[config.mk]
export PLATFORM = sky130hd
export DESIGN_NAME = reg_write_arbiter_flat
export DESIGN_NICKNAME = d
export VERILOG_FILES = /design/src/rtl/reg_write_arbiter_pkg.sv /design/src/rtl/reg_write_arbiter_if.sv /design/src/rtl/reg_write_arbiter_rr_arbiter.sv /design/src/rtl/reg_write_arbiter.sv /design/src/flat_wrapper.sv
export SDC_FILE = /design/constraint.sdc
export NUM_CORES = 1
export LEC_CHECK = 0
export BUFFER_PORTS_ARGS = -buffer_cell sky130_fd_sc_hd__buf_2
export CORE_AREA = 5 5 72 106
export CTS_CLUSTER_SIZE = 14
export DETAILED_ROUTE_END_ITERATION = 10
export DIE_AREA = 0 0 77 111
export GPL_TIMING_DRIVEN = 0
export HOLD_SLACK_MARGIN = 0.06
export PLACE_DENSITY = 0.88
export SKIP_LAST_GASP = 1
export SLEW_MARGIN = 5
export SYNTH_ARGS = -nofsm -noshare
export SYNTH_HDL_FRONTEND = slang
export SYNTH_SLANG_ARGS = --single-unit
[constraint.sdc]
create_clock -name clk -period 4.45 [get_ports clk]
set_clock_uncertainty 0.15 [all_clocks]
set_input_delay 0.6675 -clock clk [delete_from_list [all_inputs] [get_ports clk]]
set_output_delay 0.6675 -clock clk [all_outputs]
set_load 0.01 [all_outputs]
[src/rtl/reg_write_arbiter_pkg.sv]
// Shared constants and helpers for the register-write arbiter.
//   RR_PTR_RST : round-robin pointer value after reset (requester 0 first)
//   wrap_inc   : index + 1 modulo n, used for the pointer advance
package reg_write_arbiter_pkg;

  localparam int RR_PTR_RST = 0;

  function automatic int wrap_inc(input int idx, input int n);
    return (idx + 1 >= n) ? 0 : idx + 1;
  endfunction

endpackage

[src/rtl/reg_write_arbiter_if.sv]
// Requester / register-bank bus of the write arbiter.
//   req, req_addr, req_data : per-requester write requests (packed, requester i at [i*W +: W])
//   ack                     : one-cycle grant pulse back to the requester
//   reg_en, reg_data        : one-hot enable and common data into the register bank
//   err, busy               : out-of-range write flag, any-request-pending flag
// slave = arbiter side, master = requester/bank side.
interface reg_write_arbiter_if #(
  parameter int NUM_REQ  = 4,
  parameter int NUM_REGS = 8,
  parameter int DATA_W   = 32
);
  localparam int AW = $clog2(NUM_REGS);

  logic [NUM_REQ-1:0]        req;
  logic [NUM_REQ*AW-1:0]     req_addr;
  logic [NUM_REQ*DATA_W-1:0] req_data;
  logic [NUM_REQ-1:0]        ack;
  logic [NUM_REGS-1:0]       reg_en;
  logic [DATA_W-1:0]         reg_data;
  logic                      err;
  logic                      busy;

  modport slave (
    input  req, req_addr, req_data,
    output ack, reg_en, reg_data, err, busy
  );

  modport master (
    output req, req_addr, req_data,
    input  ack, reg_en, reg_data, err, busy
  );
endinterface

[src/rtl/reg_write_arbiter_rr_arbiter.sv]
// Combinational round-robin arbiter.
//   eligible : requests competing this cycle
//   rr_ptr   : highest-priority index this cycle
//   grant    : one-hot winner (all zero if nothing eligible)
//   winner   : binary index of the winner
//   gnt_vld  : a winner exists
module rr_arbiter #(
  parameter int NUM_REQ = 4,
  localparam int PW = $clog2(NUM_REQ)
) (
  input  logic [NUM_REQ-1:0] eligible,
  input  logic [PW-1:0]      rr_ptr,
  output logic [NUM_REQ-1:0] grant,
  output logic [PW-1:0]      winner,
  output logic               gnt_vld
);
  int idx;

  // Walk the rotation starting at rr_ptr; first eligible index wins.
  always_comb begin
    grant   = '0;
    winner  = '0;
    gnt_vld = 1'b0;
    idx     = 0;
    for (int k = 0; k < NUM_REQ; k++) begin
      idx = int'(rr_ptr) + k;
      if (idx >= NUM_REQ) idx = idx - NUM_REQ;
      for (int i = 0; i < NUM_REQ; i++) begin
        if (i == idx && eligible[i] && !gnt_vld) begin
          gnt_vld  = 1'b1;
          grant[i] = 1'b1;
          winner   = PW'(i);
        end
      end
    end
  end
endmodule

[src/rtl/reg_write_arbiter.sv]
// Round-robin arbiter for the single write port of a register bank.
//   clk, rst_n : clock, asynchronous active-low reset
//   bus        : requester side (req/req_addr/req_data -> ack) and bank side
//                (reg_en one-hot, reg_data), plus err and busy
// One write issues per cycle; all outputs are registered, so a request
// seen in cycle N is issued (ack + bank enable) in cycle N+1.
module reg_write_arbiter
  import reg_write_arbiter_pkg::*;
#(
  parameter int NUM_REQ  = 4,
  parameter int NUM_REGS = 8,
  parameter int DATA_W   = 32
) (
  input  logic               clk,
  input  logic               rst_n,
  reg_write_arbiter_if.slave bus
);
  localparam int AW = $clog2(NUM_REGS);
  localparam int PW = $clog2(NUM_REQ);

  logic [NUM_REQ-1:0]  ack_q, ack_d;
  logic [NUM_REGS-1:0] reg_en_q, reg_en_d;
  logic [DATA_W-1:0]   reg_data_q, reg_data_d;
  logic                err_q, err_d;
  logic [PW-1:0]       rr_ptr_q, rr_ptr_d;

  logic [NUM_REQ-1:0]  eligible, grant;
  logic [PW-1:0]       winner;
  logic                gnt_vld;
  logic [AW-1:0]       win_addr;
  logic [DATA_W-1:0]   win_data;

  // A requester still holds req during its ack cycle; mask it so the same
  // request is not granted twice.
  assign eligible = bus.req & ~ack_q;
  assign bus.busy = |eligible;

  rr_arbiter #(.NUM_REQ(NUM_REQ)) u_rr (
    .eligible (eligible),
    .rr_ptr   (rr_ptr_q),
    .grant    (grant),
    .winner   (winner),
    .gnt_vld  (gnt_vld)
  );

  always_comb begin
    ack_d      = grant;
    reg_en_d   = '0;
    reg_data_d = reg_data_q;
    err_d      = 1'b0;
    rr_ptr_d   = rr_ptr_q;
    win_addr   = bus.req_addr[int'(winner)*AW +: AW];
    win_data   = bus.req_data[int'(winner)*DATA_W +: DATA_W];
    if (gnt_vld) begin
      reg_data_d = win_data;
      rr_ptr_d   = PW'(wrap_inc(int'(winner), NUM_REQ));
      // Out-of-range targets are acked but flagged and never enabled.
      if (int'(win_addr) < NUM_REGS) reg_en_d[win_addr] = 1'b1;
      else                           err_d              = 1'b1;
    end
  end

  always_ff @(posedge clk or negedge rst_n) begin
    if (!rst_n) begin
      ack_q      <= '0;
      reg_en_q   <= '0;
      reg_data_q <= '0;
      err_q      <= 1'b0;
      rr_ptr_q   <= PW'(RR_PTR_RST);
    end else begin
      ack_q      <= ack_d;
      reg_en_q   <= reg_en_d;
      reg_data_q <= reg_data_d;
      err_q      <= err_d;
      rr_ptr_q   <= rr_ptr_d;
    end
  end

  assign bus.ack      = ack_q;
  assign bus.reg_en   = reg_en_q;
  assign bus.reg_data = reg_data_q;
  assign bus.err      = err_q;
endmodule

[src/flat_wrapper.sv]
// flat-port wrapper written by rule: the top's interface ports become plain ports
module reg_write_arbiter_flat import reg_write_arbiter_pkg::*;
#(
  parameter int NUM_REQ  = 4,
  parameter int NUM_REGS = 8,
  parameter int DATA_W   = 32
)
  (clk, rst_n, bus_req, bus_req_addr, bus_req_data, bus_ack, bus_reg_en, bus_reg_data, bus_err, bus_busy);
  reg_write_arbiter_if #(.NUM_REQ(NUM_REQ), .NUM_REGS(NUM_REGS), .DATA_W(DATA_W)) bus_i ();
  input  logic clk;
  input  logic rst_n;
  input wire logic [$bits(bus_i.req)-1:0] bus_req;
  input wire logic [$bits(bus_i.req_addr)-1:0] bus_req_addr;
  input wire logic [$bits(bus_i.req_data)-1:0] bus_req_data;
  output wire logic [$bits(bus_i.ack)-1:0] bus_ack;
  output wire logic [$bits(bus_i.reg_en)-1:0] bus_reg_en;
  output wire logic [$bits(bus_i.reg_data)-1:0] bus_reg_data;
  output wire logic [$bits(bus_i.err)-1:0] bus_err;
  output wire logic [$bits(bus_i.busy)-1:0] bus_busy;
  assign bus_i.req = bus_req;
  assign bus_i.req_addr = bus_req_addr;
  assign bus_i.req_data = bus_req_data;
  assign bus_ack = bus_i.ack;
  assign bus_reg_en = bus_i.reg_en;
  assign bus_reg_data = bus_i.reg_data;
  assign bus_err = bus_i.err;
  assign bus_busy = bus_i.busy;
  reg_write_arbiter #(.NUM_REQ(NUM_REQ), .NUM_REGS(NUM_REGS), .DATA_W(DATA_W)) u_core (.clk(clk), .rst_n(rst_n), .bus(bus_i));
endmodule
==> PnR_summary.wiki, run 1 <==
{| class="wikitable"
! Metric !! Value
|-
| Status || finished, final reports clean
|-
| Clock slew at the register clock pins of the worst setup and hold paths || 0.08 ns
|-
| Endpoint kind of the worst setup timing path || output port
|-
| Effective utilization at floorplan || 0.439
|-
| Worst EP arrival || 2.13 ns
|-
| Post-cts resize count || 0
|-
| Kind of path behind the tightest hold check || in -> async
|-
| Leading cell type in the layout, fill and taps excluded || sky130_fd_sc_hd__buf_2
|-
| Number of global-route vias before repair || 3393
|-
| Net total in the final layout || 627
|-
| Gate count of the mapped netlist || 284
|-
| Site row count || 36
|-
| Grt met3 use || 0.0553
|-
| Commonest cells after routing, fill and taps aside || 195 x sky130_fd_sc_hd__buf_2, 64 x sky130_fd_sc_hd__mux2i_1, 46 x sky130_fd_sc_hd__nor2_1, 46 x sky130_fd_sc_hd__dfrtp_1, 32 x sky130_fd_sc_hd__a221oi_1
|-
| First-pass GRT wire length || 16.0 mm
|-
| Most area-consuming cells after synthesis || sky130_fd_sc_hd__dfrtp_1 40%, sky130_fd_sc_hd__mux2i_1 22%, sky130_fd_sc_hd__a221oi_1 9.8%
|-
| Clock latency on the worst-skew pair || 0.29 ns
|-
| Proportion of register bits with asynchronous set or reset after synthesis || 1.00
|-
| Final number of hold-violating endpoints || 0
|-
| Wire length per cell after detailed routing || 17.7 um
|-
| Top FF cell, synth || sky130_fd_sc_hd__dfrtp_1
|-
| CTS tree || yes
|-
| Clock buffer depth || 2
|-
| Number of synthesized register bits || 46
|-
| Largest driver fanout on the critical path || 10
|-
| Total track usage || 0.226
|-
| Post-DRT Antenna Nets || 0
|-
| Final setup violation count || 0
|-
| Number of buffers added for setup after CTS || 0
|-
| HPWL after detailed placement || 7.89 mm
|-
| Setup total negative slack || 0 ns
|-
| Inserted Clock Buffers || 5
|-
| Power Dens Cells || 655 nW/um^2
|-
| Number of antenna violations at the first check in global routing || 2
|-
| Horizontal die dimension || 77 um
|-
| Netlist area before placement || 2860 sq um
|-
| Share of the yosys chip area belonging to registers || 0.402
|-
| Max-Slew Margin vs Limit || 0.312
|-
| RSZ-0062 raised after global routing || no
|-
| Hold-fix buffer count after cts || 0
|-
| DIE HEIGHT || 111 um
|-
| R2R cell count || 7
|-
| Placed instance count || 550
|-
| Critical path class || in -> out
|-
| Port buffer count || 190
|-
| Count of final max-slew check failures || 0
|-
| WP data required || 3.63 ns
|-
| Post-place instance area || 3910 sq um
|-
| Worst setup slack for register-to-register paths || 1.64 ns
|-
| Fillcell total || 572
|-
| Number of enable flip-flop cells after synthesis || 0
|-
| I/O pins || 192
|-
| Overflow after GRT || 0
|-
| Number of sinks handled by clock tree synthesis || 46
|-
| Final Instance Area || 4000 sq um
|-
| DRC violation count after routing || 0
|-
| WL final || 9.90 mm
|-
| Busiest layer in global routing || met2
|-
| Signed area change from the synthesized netlist to the final layout || 39.5%
|-
| Post-Place Worst Slack || 1.48 ns
|-
| Synthesized area per cell || 10.1 sq um
|-
| H-tree levels || 2
|-
| Detailed-route via count || 3161
|-
| Met2 track demand over resource in global routing || 0.408
|-
| Cell type with the highest aggregate area in the netlist || sky130_fd_sc_hd__dfrtp_1
|-
| Achievable clock frequency || 0.339 GHz
|-
| Clock tree root buffer cell || sky130_fd_sc_hd__clkbuf_8
|-
| Distinct cell type count of the synthesized netlist || 40
|-
| Share of layout cells above drive strength 1 || 0.440
|-
| Final cell count without fillers || 558
|-
| Count of antenna diodes in the layout || 0
|-
| Global routing met1 resource utilization || 0.247
|-
| Launching element type of the critical path || input pin
|-
| Standard cell core area || 6530 sq um
|-
| Maximum ir drop on the vdd rail || 0.335 mV
|-
| Syn nets || 430
|-
| Final estimated routing congestion in global placement || 0.879
|-
| DRT Pass-1 Iters || 4
|-
| Static leakage || 0.00208 uW
|-
| Final cycle utilization of the critical path || 0.663
|-
| Maximum number of pins on one net before global-route repair || 47
|-
| Yosys Warn Count || 0
|-
| Post-layout minimum cycle time || 2.95 ns
|-
| Post-route setup slack || 1.50 ns
|-
| Post-detailed-route via-to-cell ratio || 5.66
|-
| Total of max-cap violations || 0
|-
| Worst slew pin tran || 1.03 ns
|-
| Share of Yosys cell area claimed by the top area cell type || 0.402
|-
| Area enclosed by the die boundary || 8550 sq um
|-
| Detailed router's first-iteration violation count || 140
|}
area by class of cell:
type                    count  area (sq um)  area share
plain buffers              22           119      0.0297
clock buffers               6          72.6      0.0182
clock inverters             2          13.8     0.00344
inverters                   6          22.5     0.00564
multi-input cells         210          1570       0.393
flip-flops and latches     46          1150       0.288
well taps                  76          95.1      0.0238
repair buffers            190           951       0.238
power breakdown:
part / switching [uW] / internal (uW)
clock: 139 / 111
combinational: 936 / 709
sequential: 103 / 620
cells in the mapped netlist, types with 2 or more instances:
master,n
sky130_fd_sc_hd__nand3_1,5
sky130_fd_sc_hd__buf_2,5
sky130_fd_sc_hd__nor3_1,2
sky130_fd_sc_hd__inv_1,5
sky130_fd_sc_hd__a31oi_1,5
sky130_fd_sc_hd__dfrtp_1,46
sky130_fd_sc_hd__nand2b_1,4
sky130_fd_sc_hd__and3_1,2
sky130_fd_sc_hd__o21a_1,2
sky130_fd_sc_hd__o21ai_0,2
sky130_fd_sc_hd__a21oi_1,5
sky130_fd_sc_hd__a211oi_1,10
sky130_fd_sc_hd__nand2_1,3
sky130_fd_sc_hd__o32ai_1,4
sky130_fd_sc_hd__buf_4,4
sky130_fd_sc_hd__o32a_1,2
sky130_fd_sc_hd__nor2_1,46
sky130_fd_sc_hd__clkbuf_1,11
sky130_fd_sc_hd__or3b_1,2
sky130_fd_sc_hd__mux2i_1,64
sky130_fd_sc_hd__and4_1,3
sky130_fd_sc_hd__nor2b_1,2
sky130_fd_sc_hd__a221oi_1,32
sky130_fd_sc_hd__buf_6,2
metrics by stage:
step | power, uW | hold slack, ns | util
floorplan | 1830 | 0.222 | -
global placement | 2320 | 0.401 | 0.599
detailed placement | 2380 | 0.405 | 0.599
CTS | 2630 | 0.418 | 0.612
global route | 2810 | 0.447 | 0.612
finish | 2620 | 0.404 | 0.612
layer usage:
layer / share of wire / up-vias / routed length, um
li1: - / 1483 / -
met2: 0.53 / 159 / 5270
met5: 0.0014 / - / 14
met4: 0.031 / 4 / 308
met1: 0.36 / 1480 / 3540
met3: 0.077 / 35 / 761
final timing paths:
kind / to / startpoint
worst max-delay path: bus_busy / bus_req[3]
worst min-delay path: u_core.bus.reg_data[28] / rst_n
worst max register to register: u_core.bus.reg_data[3] / u_core.rr_ptr_q[0]
worst min register to register: u_core.bus.reg_data[18] / u_core.bus.reg_data[18]
max in group asynchronous: u_core.bus.reg_data[23] / rst_n
min in group clk: u_core.bus.reg_data[18] / u_core.bus.reg_data[18]
cell families after synthesis:
group | Yosys count | synth area share
AND/OR/NAND/NOR | 74 | 0.127
AO/OA/AOI/OAI | 71 | 0.197
multiplexers | 64 | 0.224
flip-flops | 46 | 0.402
buffers and inverters | 28 | 0.0494
other | 1 | 0.00131
worst max-delay path, stage by stage:
cell,delay [ns]
sky130_fd_sc_hd__buf_2,0.09
sky130_fd_sc_hd__nand2b_1,0.09
sky130_fd_sc_hd__clkbuf_1,0.35
sky130_fd_sc_hd__and4_1,0.36
sky130_fd_sc_hd__inv_2,0.12
sky130_fd_sc_hd__clkbuf_1,0.25
sky130_fd_sc_hd__buf_2,0.21
flip-flops by register name, summed over array words and instances (netlist names):
name,cells
u_core.bus.ack,4
u_core.rr_ptr_q,2
u_core.bus.reg_data,32
u_core.bus.reg_en,8
Power figures use the tool's default switching activity.
==> inputs of run 2 (changes only) <==
--- a/config.mk
+++ b/config.mk
@@ -5,14 +5,15 @@
 export SDC_FILE = /design/constraint.sdc
 export NUM_CORES = 1
 export LEC_CHECK = 0
+export ABC_AREA = 1
 export BUFFER_PORTS_ARGS = -buffer_cell sky130_fd_sc_hd__buf_2
-export CORE_AREA = 5 5 72 106
+export CORE_AREA = 5 5 84 125
 export CTS_CLUSTER_SIZE = 14
 export DETAILED_ROUTE_END_ITERATION = 10
-export DIE_AREA = 0 0 77 111
+export DIE_AREA = 0 0 89 130
 export GPL_TIMING_DRIVEN = 0
 export HOLD_SLACK_MARGIN = 0.06
-export PLACE_DENSITY = 0.88
+export PLACE_DENSITY = 0.82
 export SKIP_LAST_GASP = 1
 export SLEW_MARGIN = 5
 export SYNTH_ARGS = -nofsm -noshare
==> constraint.sdc (replaced) <==
create_clock -name clk -period 2.4 [get_ports clk]
set_clock_uncertainty 0.15 [all_clocks]
set_input_delay 0.36 -clock clk [delete_from_list [all_inputs] [get_ports clk]]
set_output_delay 0.36 -clock clk [all_outputs]
set_load 0.01 [all_outputs]
==> run 2 against run 1 <==
The flow now finishes with violations (setup timing). Via count increased by 65%. Register-to-register slack got worse by 2.2 ns. Clock-buffer cell count decreased by 1. Global-route usage grew 4.5 points. Die area rose by 35%. Power rose to 4.9 times the previous value. Routed wire length grew 69%. Combinational power rose to 6.4 times the previous value. Synthesized cell count rose by 120%. First-iteration DRC count grew to 2.6 times the previous value. Largest power group unchanged.
==> PnR_summary.wiki, run 2 <==
{| class="wikitable"
! Metric !! Value
|-
| Final cycle utilization of the critical path || 1.24
|-
| WHS || 0.110 ns (-0.293 ns)
|-
| Busiest layer in global routing || met2
|-
| Clock buffer depth || 2 (unchanged)
|-
| Total track usage || 0.271 (+0.0449)
|-
| Grt met3 use || 0.0436 (-0.0117)
|-
| Standard cell core area || 9200 sq um (+41%)
|-
| Post-route setup slack || -0.571 ns (-2.07 ns)
|-
| First-pass GRT wire length || 24.4 mm (+53%)
|-
| Maximum ir drop on the vdd rail || 1.04 mV (+210%)
|-
| Total of max-cap violations || 0 (unchanged)
|-
| Signed area change from the synthesized netlist to the final layout || 60.4%
|-
| Final setup violation count || 46 (+46)
|-
| Inserted Clock Buffers || 5 (unchanged)
|-
| Post-detailed-route via-to-cell ratio || 5.32 (-6.2%)
|-
| Clock slew at the register clock pins of the worst setup and hold paths || 0.07 ns (about the same)
|-
| Count of final max-slew check failures || 0 (unchanged)
|-
| DRT Pass-1 Iters || 4 (unchanged)
|-
| WP data required || 1.89 ns (-1.74 ns)
|-
| Area enclosed by the die boundary || 11600 sq um (+35%)
|-
| Most area-consuming cells after synthesis || sky130_fd_sc_hd__dfrtp_1 30%, sky130_fd_sc_hd__nand2_1 22%, sky130_fd_sc_hd__nand3b_1 12%
|-
| Share of the yosys chip area belonging to registers || 0.297 (-0.105)
|-
| I/O pins || 192 (unchanged)
|-
| Met2 track demand over resource in global routing || 0.504 (+0.0961)
|-
| Clock tree root buffer cell || sky130_fd_sc_hd__clkbuf_16
|-
| Power Dens Cells || 2050 nW/um^2 (+210%)
|-
| Distinct cell type count of the synthesized netlist || 24 (-40%)
|-
| Proportion of register bits with asynchronous set or reset after synthesis || 1.00 (unchanged)
|-
| Commonest cells after routing, fill and taps aside || 193 x sky130_fd_sc_hd__buf_2, 184 x sky130_fd_sc_hd__nand2_1, 96 x sky130_fd_sc_hd__inv_1
|-
| Port buffer count || 190 (unchanged)
|-
| Overflow after GRT || 0 (unchanged)
|-
| Netlist area before placement || 3880 sq um (+35%)
|-
| Max-Slew Margin vs Limit || 0.265 (-0.0472)
|-
| Status || finished with violations
|-
| Number of synthesized register bits || 46 (unchanged)
|-
| RSZ-0062 raised after global routing || yes
|-
| Share of layout cells above drive strength 1 || 0.439 (about the same)
|-
| CTS tree || yes
|-
| Share of Yosys cell area claimed by the top area cell type || 0.297 (-0.105)
|-
| Post-layout minimum cycle time || 2.97 ns
|-
| Number of antenna violations at the first check in global routing || 0 (-2)
|-
| Yosys Warn Count || 0 (unchanged)
|-
| Max reg flops || 32 (unchanged)
|-
| Endpoint kind of the worst setup timing path || output port
|-
| Horizontal die dimension || 89 um (+16%)
|-
| Maximum number of pins on one net before global-route repair || 47 (unchanged)
|-
| Clock latency on the worst-skew pair || 0.30 ns (about the same)
|-
| Top FF cell, synth || sky130_fd_sc_hd__dfrtp_1
|-
| DIE HEIGHT || 130 um (+17%)
|-
| Critical path, cell by cell || inv_2 -> nor2_2 -> nand2_2 -> nand3_2 -> nor2_4 -> nand4_2 -> nor2_2 -> nand4_1 -> nor2_2 -> nand4_1 -> inv_2 -> nand2_4 -> clkbuf_16 -> buf_6
|-
| Final estimated routing congestion in global placement || 0.929 (+5.7%)
|-
| Wire length per cell after detailed routing || 17.1 um (-3.9%)
|-
| Global routing met1 resource utilization || 0.284 (+0.0362)
|-
| Syn nets || 782 (+82%)
|-
| Detailed-route via count || 5204 (+65%)
|-
| Count of antenna diodes in the layout || 0 (unchanged)
|-
| Effective utilization at floorplan || 0.422 (-0.0169)
|-
| Detailed router's first-iteration violation count || 359 (+160%)
|-
| WL final || 16.7 mm (+69%)
|-
| Cell mode on critical path || sky130_fd_sc_hd__nor2_2
|-
| Hold-fix buffer count after cts || 0 (unchanged)
|-
| Synthesized area per cell || 6.10 sq um (-40%)
|-
| Worst EP arrival || 2.46 ns (+0.33 ns)
|-
| Static leakage || 0.00363 uW (+75%)
|-
| Post-Place Worst Slack || -0.570 ns (-2.05 ns)
|-
| Leading cell type in the layout, fill and taps excluded || sky130_fd_sc_hd__buf_2
|-
| Kind of path behind the tightest hold check || in -> async
|-
| H-tree levels || 2 (unchanged)
|-
| Number of global-route vias before repair || 5182 (+53%)
|-
| Worst slew pin tran || 1.10 ns (+0.0709 ns)
|-
| Top cells by instance count after synthesis || 227 x sky130_fd_sc_hd__nand2_1, 101 x sky130_fd_sc_hd__inv_1, 92 x sky130_fd_sc_hd__nand3_1
|-
| Most numerous cell in the Yosys netlist || sky130_fd_sc_hd__nand2_1
|-
| Largest driver fanout on the critical path || 4 (-6)
|-
| Biggest cell delay along the critical path || 0.47 ns (+0.11 ns)
|-
| Final number of hold-violating endpoints || 0 (unchanged)
|-
| Number of sinks handled by clock tree synthesis || 46 (unchanged)
|-
| Post-DRT Antenna Nets || 0 (unchanged)
|-
| DRC violation count after routing || 0 (unchanged)
|-
| Violated checks || setup timing
|-
| Critical Path Slowest Stage Cell || sky130_fd_sc_hd__dfrtp_2
|-
| Cell type with the highest aggregate area in the netlist || sky130_fd_sc_hd__dfrtp_1
|-
| Critical path class || reg -> out
|-
| HPWL after detailed placement || 10.8 mm (+36%)
|-
| Number of enable flip-flop cells after synthesis || 0 (unchanged)
|-
| Site row count || 43 (+19%)
|-
| Achievable clock frequency || 0.337 GHz
|-
| Net total in the final layout || 1012 (+61%)
|-
| Launching element type of the critical path || flip-flop
|-
| Gate count of the mapped netlist || 636 (+120%)
|}
==> run 2: final timing paths <==
path                                          from  cells past startpoint  slack (ns)                      end
min in group clk                  bus_req_data[35]                      7        0.30   u_core.bus.reg_data[3]
hold reg to reg            u_core.bus.reg_data[29]                      2        0.33  u_core.bus.reg_data[29]
max in group asynchronous                    rst_n                      1        1.24       u_core.rr_ptr_q[0]
hold / removal                               rst_n                      1        0.11     u_core.bus.reg_en[5]
setup / recovery                u_core.rr_ptr_q[0]                     14       -0.57                 bus_busy
setup reg to reg                u_core.rr_ptr_q[0]                     18       -0.52     u_core.bus.reg_en[4]
==> run 2: repair_timing <==
| item | CTS | global route |
|---|---|---|
| buffers inserted | 28 | 8 |
| gates resized for setup | 136 | 65 |
| endpoints found under the hold margin | 0 | 0 |
| pin swaps | 61 | 45 |
| setup endpoints to repair | 45 | 46 |
| gates cloned | 7 | 0 |
==> run 2: routing by layer <==
layer	up-vias	share of wire
met1	2436	0.35
met4	0	0.044
met5	-	0
li1	2423	-
met2	277	0.53
met3	68	0.080
==> run 2: metrics by stage <==
stage,instance area [sq um],cells,util,TNS [ns],power (uW)
finish,6220,979,0.676,-20.05,12800
global route,6220,979,0.676,-24.25,13700
CTS,6040,978,0.657,-13.43,12100
detailed placement,4970,938,0.540,-16.00,8480
global placement,4970,938,0.540,-14.48,8350
floorplan,3880,636,-,0,6450
==> run 2: critical path: cells and delay by family (launching register included) <==
| kind | cells | cell delay [ns] |
|---|---|---|
| buffers and inverters | 4 | 0.49 |
| DFF | 1 | 0.47 |
| and+or+nand+nor | 10 | 1.19 |
==> run 2: layout make-up <==
type | instances | area [sq um]
plain buffers | 34 | 367
clock buffers | 5 | 125
clock inverters | 3 | 45.0
fillers | 758 | 2980
inverters | 103 | 392
multi-input cells | 448 | 2610
flip-flops and latches | 46 | 1150
well taps | 112 | 140
repair buffers | 228 | 1390
==> run 2: cells by family after synthesis <==
kind of cell / Yosys count / synth area share
buffers and inverters: 142 / 0.158
AND/OR/NAND/NOR: 440 / 0.534
other: 1 / 0.000967
AO/OA/AOI/OAI: 7 / 0.0106
flip-flops: 46 / 0.297
==> run 2: power breakdown <==
part | switching, uW | internal (uW)
clock network | 321 | 492
registers | 219 | 1230
logic | 6050 | 4460
